## src/rtl/servo_pwm_capture.sv

```systemverilog
`default_nettype none
// servo_pwm_capture: measures servo PWM high time and decodes it to an 8-bit position,
// flagging rejected pulses and loss of signal. Optional macro SERVO_PWM_CAPTURE_AVG_EN
// adds a 4-sample moving average on pos_out (one extra cycle of latency).
module servo_pwm_capture #(
    parameter int CLK_FREQ_HZ  = 50_000_000,
    parameter int MIN_PULSE_US = 600,
    parameter int MAX_PULSE_US = 2400,
    parameter int TIMEOUT_MS   = 50
) (
    input  logic       clk,
    input  logic       reset_n,
    input  logic       pwm_in,
    output logic [7:0] pos_out,
    output logic       pos_valid,
    output logic       range_err,
    output logic       signal_lost
);
    localparam int MIN_CYC     = (CLK_FREQ_HZ / 1_000_000) * MIN_PULSE_US;
    localparam int MAX_CYC     = (CLK_FREQ_HZ / 1_000_000) * MAX_PULSE_US;
    localparam int SPAN        = MAX_CYC - MIN_CYC;
    localparam int GLITCH_CYC  = MIN_CYC / 2;
    localparam int STUCK_CYC   = 2 * MAX_CYC;
    localparam int TIMEOUT_CYC = (CLK_FREQ_HZ / 1000) * TIMEOUT_MS;
    localparam int CW          = $clog2(STUCK_CYC + 2);
    localparam int TW          = $clog2(TIMEOUT_CYC + 1);

    localparam logic [CW-1:0] MIN_W    = CW'(MIN_CYC);
    localparam logic [CW-1:0] MAX_W    = CW'(MAX_CYC);
    localparam logic [CW-1:0] GLITCH_W = CW'(GLITCH_CYC);
    localparam logic [CW-1:0] STUCK_W  = CW'(STUCK_CYC);
    localparam logic [TW-1:0] TMO_W    = TW'(TIMEOUT_CYC);
    localparam logic [39:0]   SPAN_L   = 40'(SPAN);

    typedef enum logic [1:0] {WAIT_LOW = 2'd0, ARMED = 2'd1, HIGH = 2'd2} state_t;

    logic          sync1, s, s_d;
    logic [1:0]    settle;
    logic          rise, fall;
    state_t        state, state_nxt;
    logic [CW-1:0] cnt, cnt_nxt;
    logic [TW-1:0] tcnt;
    logic          take, reject;
    logic [39:0]   prod;
    logic [7:0]    dec;

    assign rise = s & ~s_d;
    assign fall = ~s & s_d;

    // settle marks when s holds a real sample rather than the reset value, so a
    // pulse already high at reset release is not mistaken for a low line.
    always_ff @(posedge clk or negedge reset_n) begin
        if (!reset_n) begin
            sync1  <= 1'b0;
            s      <= 1'b0;
            s_d    <= 1'b0;
            settle <= 2'b00;
            state  <= WAIT_LOW;
            cnt    <= '0;
        end else begin
            sync1  <= pwm_in;
            s      <= sync1;
            s_d    <= s;
            settle <= {settle[0], 1'b1};
            state  <= state_nxt;
            cnt    <= cnt_nxt;
        end
    end

    always_comb begin
        state_nxt = state;
        cnt_nxt   = cnt;
        take      = 1'b0;
        reject    = 1'b0;
        case (state)
            WAIT_LOW: if (settle[1] && !s) state_nxt = ARMED;
            ARMED: begin
                if (rise) begin
                    cnt_nxt   = CW'(1);
                    state_nxt = HIGH;
                end
            end
            HIGH: begin
                if (cnt > STUCK_W) begin
                    reject    = 1'b1;
                    state_nxt = WAIT_LOW;
                end else if (fall) begin
                    state_nxt = ARMED;
                    if (cnt < GLITCH_W) reject = 1'b1;
                    else                take   = 1'b1;
                end else if (s) begin
                    cnt_nxt = cnt + CW'(1);
                end
            end
            default: state_nxt = WAIT_LOW;
        endcase
    end

    always_comb begin
        prod = 40'(cnt - MIN_W) * 40'd255;
        if (cnt <= MIN_W)      dec = 8'd0;
        else if (cnt >= MAX_W) dec = 8'd255;
        else                   dec = 8'(prod / SPAN_L);
    end

    always_ff @(posedge clk or negedge reset_n) begin
        if (!reset_n) begin
            tcnt      <= '0;
            range_err <= 1'b0;
        end else begin
            range_err <= reject;
            if (rise)               tcnt <= '0;
            else if (tcnt != TMO_W) tcnt <= tcnt + TW'(1);
        end
    end

    // A rise in the trip cycle wins, so the level is masked by rise directly.
    assign signal_lost = (tcnt == TMO_W) && !rise;

`ifdef SERVO_PWM_CAPTURE_AVG_EN
    logic [7:0] raw_pos;
    logic       raw_val;
    logic [7:0] hist [4];
    logic       primed;
    logic [9:0] sum_nxt;

    assign sum_nxt = 10'(raw_pos) + 10'(hist[0]) + 10'(hist[1]) + 10'(hist[2]);

    always_ff @(posedge clk or negedge reset_n) begin
        if (!reset_n) begin
            raw_pos   <= 8'd127;
            raw_val   <= 1'b0;
            primed    <= 1'b0;
            pos_out   <= 8'd127;
            pos_valid <= 1'b0;
            for (int i = 0; i < 4; i++) hist[i] <= 8'd0;
        end else begin
            raw_val   <= take;
            if (take) raw_pos <= dec;
            pos_valid <= raw_val;
            if (raw_val) begin
                if (!primed) begin
                    for (int i = 0; i < 4; i++) hist[i] <= raw_pos;
                    pos_out <= raw_pos;
                    primed  <= 1'b1;
                end else begin
                    hist[0] <= raw_pos;
                    hist[1] <= hist[0];
                    hist[2] <= hist[1];
                    hist[3] <= hist[2];
                    pos_out <= 8'(sum_nxt >> 2);
                end
            end
        end
    end
`else
    always_ff @(posedge clk or negedge reset_n) begin
        if (!reset_n) begin
            pos_out   <= 8'd127;
            pos_valid <= 1'b0;
        end else begin
            pos_valid <= take;
            if (take) pos_out <= dec;
        end
    end
`endif

endmodule
`default_nettype wire
```

## config.mk

```make
export PLATFORM = sky130hd
export DESIGN_NAME = servo_pwm_capture
export DESIGN_NICKNAME = d
export VERILOG_FILES = /design/src/rtl/servo_pwm_capture.sv
export SDC_FILE = /design/constraint.sdc
export NUM_CORES = 1
export LEC_CHECK = 0
export CAP_MARGIN = 20
export CORE_AREA = 2 2 203 205
export CTS_CLUSTER_DIAMETER = 40
export CTS_CLUSTER_SIZE = 8
export DETAILED_ROUTE_END_ITERATION = 10
export DIE_AREA = 0 0 205 207
export GPL_ROUTABILITY_DRIVEN = 0
export HOLD_SLACK_MARGIN = 0.05
export PLACE_DENSITY = 0.48
export SYNTH_ARGS = -nofsm -noshare
export SYNTH_HDL_FRONTEND = slang
export SYNTH_SLANG_ARGS = --single-unit
```

## constraint.sdc

```tcl
create_clock -name clk -period 19.1 [get_ports clk]
set_clock_uncertainty 0.15 [all_clocks]
set_input_delay 1.91 -clock clk [delete_from_list [all_inputs] [get_ports clk]]
set_output_delay 1.91 -clock clk [all_outputs]
set_load 0.02 [all_outputs]
```

==> impl_metrics.yaml, run 1 <==
outcome:
  status: "completed"
setup_path:
  worstSetupPathType: "flip-flop to flip-flop"
  crit_path_end_kind: "flip-flop"
  path_max_fanout: 11
  arrival_ps: 18290
  critPathLaunchType: "flip-flop"
  worstSetupStartpoint: "cnt[4]"
  cp_slowest_cell: "fa_1"
  cp.required_ps: 19210
  reg2reg_depth: 66
  r2r_start: "cnt[4]"
  cpPeakStageDelay_ps: 550
sta:
  final_max_slew_viol_count: 0
  setup_viol: 0
  maxSlewHeadroom_pct: 37.1
  min_period_ps: 18190
  worst_pin_slew_ps: 937
  hold_viol_final: 0
  layout_setup_ws_ps: 912
  fmax_mhz: 55.0
  fin_setup_tns_ps: 0
  finalCritPeriodShare_pct: 95.2
global_route:
  grt_pass1_vias: 12500
  grt_max_degree: 58
  grt_pass1_wl_um: 62900
  antenna_found_initial: 0
  grt-ovfl-total: 0
  grt_usage_pct: 17.5
floorplanning:
  dieArea_mm2: 0.0424
  start_util_pct: 34.6
  die_x_um: 205
  coreArea_mm2: 0.0404
  io_pins: 14
  num_rows: 74
  dieHeight_um: 207
finish:
  finalNetCount: 1971
  drive_gt1_share_pct: 18.5
  diodes: 0
  area_growth_syn_to_layout_pct: 12.1
routing:
  drc: 0
  ant_nets: 0
  drt-total-wl_um: 38100
  vias: 13100
  first_pass_iters: 5
  vias_per_cell: 5.50
  wire_per_inst_um: 16.1
  dr.first_iter.drc_count: 868
yosys:
  synth_area_leaders: "fa_1, dfrtp_1, xnor2_1, inv_1, ha_1"
  syn_nets: 1925
  async_flop_share_pct: 100
  yosys_register_bits: 57
  avgSynthCellArea_um2: 7.80
  synthDistinctLibCells: 150
  yosysMostFrequentCell: "inv_1"
  synthTopCellsByCount: "inv_1, nor2_1, nand2_1"
  seq_area_frac_synth_pct: 10.3
  synthesis.area_mm2: 0.0140
  synth_cells: 1788
  ys_warn_count: 0
  yosys.area.top_type_share_pct: 11.2
  synthFlopType: "dfrtp_1"
  synth_top_area_cell: "fa_1"
  synth_edf_count: 0
placed_design:
  hpwl_um: 30700
  io_buffers: 13
  place_ws_ps: -325
clock_network:
  clock_latency_ps: 330
  cts_tree: "built"
  cts.sinks: 57
  htree_levels: 3
  cts_buffers: 9
  holdBufCountCts: 0
  path_clk_slew_ps: 50
  cts_buffer_depth: 2
  cts-root-buf: "clkbuf_16"
worst_hold_path:
  hp-class: "flip-flop to flip-flop"
  hold_depth: 0
  holdCritStartpoint: "settle[0]"
job:
  drv_cap: 0
-- registers in the layout, indices dropped and copies added, names as in the netlist --
signal / count
state: 2
sync1: 1
s: 1
settle: 2
pos_valid: 1
range_err: 1
s_d: 1
pos_out: 8
tcnt: 22
cnt: 18
-- layout make-up --
cell class	count	area, um2
fillers	4252	24700
well taps	532	666
inverters	188	706
clock buffers	9	225
repair buffers	90	703
flip-flops and latches	57	1440
clock inverters	7	46.3
multi-input cells	1488	11900
-- worst max-delay path, delay by kind of cell (launching register included) --
kind                       cells  cell delay, ps
AOI/OAI and AO/OA             24            5850
xor gates and xnor gates       1             100
adders and majority gates      7            3030
buffers and inverters          7             920
DFF                            1             490
muxes                          2             660
and+or+nand+nor               25            6890
-- through the flow --
stage	utilization [%]	instances	hold WS [ps]	area (um2)
after floorplan	-	1788	181	14000
after global placement	36.6	2332	184	14800
after detailed placement	36.6	2332	188	14800
after CTS	37.3	2348	200	15100
after global routing	38.8	2371	207	15600
final	38.8	2371	197	15600
-- path summary, 6_finish.rpt --
kind | to | slack, ps
worst max-delay path | pos_out[0] | 910
worst min-delay path | settle[1] | 200
worst max register to register | pos_out[0] | 910
worst min register to register | settle[1] | 200
max in group asynchronous | cnt[4] | 16650
min in group asynchronous | range_err | 1590
-- cells in the final DEF, fill, tap and decap left out, types with 17 or more instances in the layout --
| master | n |
|---|---|
| inv_1 | 188 |
| nor2_1 | 164 |
| nand2_1 | 144 |
| xnor2_1 | 103 |
| a21oi_1 | 88 |
| fa_1 | 78 |
| buf_4 | 77 |
| nand3_1 | 76 |
| o21ai_0 | 75 |
| ha_1 | 55 |
| xor2_1 | 53 |
| dfrtp_1 | 48 |
| nor3_1 | 38 |
| a31oi_1 | 26 |
| and3_1 | 23 |
| a211oi_1 | 22 |
| nand4_1 | 19 |
| o211ai_1 | 17 |
-- what timing repair did --
item / CTS / global route
setup endpoints to repair: 1 / 2
setup buffers: 0 / 22
gates resized for setup: 5 / 71
cloned: 0 / 1
pin swaps: 0 / 20
-- layer usage --
metal / part of all wire [%] / vias to the layer above / GRT usage, % / wire length, um
met5: 0 / - / 0 / 0
met3: 2.2 / 24 / 1.27 / 843
met1: 50 / 6331 / 25.0 / 18900
li1: - / 6514 / - / -
met4: 0.72 / 0 / 2.21 / 276
met2: 47 / 181 / 29.5 / 18100
-- logic make-up (layout without fill, tap and decap cells) --
kind of cell / Yosys count / count (layout) / share of synthesized area (%)
multiplexers: 30 / 30 / 2.39
AO/OA/AOI/OAI: 487 / 488 / 26.4
buffers and inverters: 244 / 294 / 7.94
other: 1 / 1 / 0.0269
adder cells (fa/ha/maj): 140 / 140 / 16.7
AND/OR/NAND/NOR: 659 / 659 / 25.4
flip-flops: 57 / 57 / 10.3
XOR/XNOR: 170 / 170 / 11.0
Power of run 1 is not shown: default switching activity piles up to over one toggle a cycle in this logic, so the estimate is an artifact.
==> run 2: changes to the inputs <==
--- a/config.mk
+++ b/config.mk
@@ -14,6 +14,7 @@
 export GPL_ROUTABILITY_DRIVEN = 0
 export HOLD_SLACK_MARGIN = 0.05
 export PLACE_DENSITY = 0.48
+export SLEW_MARGIN = 20
 export SYNTH_ARGS = -nofsm -noshare
 export SYNTH_HDL_FRONTEND = slang
 export SYNTH_SLANG_ARGS = --single-unit
==> results of run 2 <==
Final layout, timing and power as in run 1 (identical DEF).
Power of run 2 is left out for the same reason.
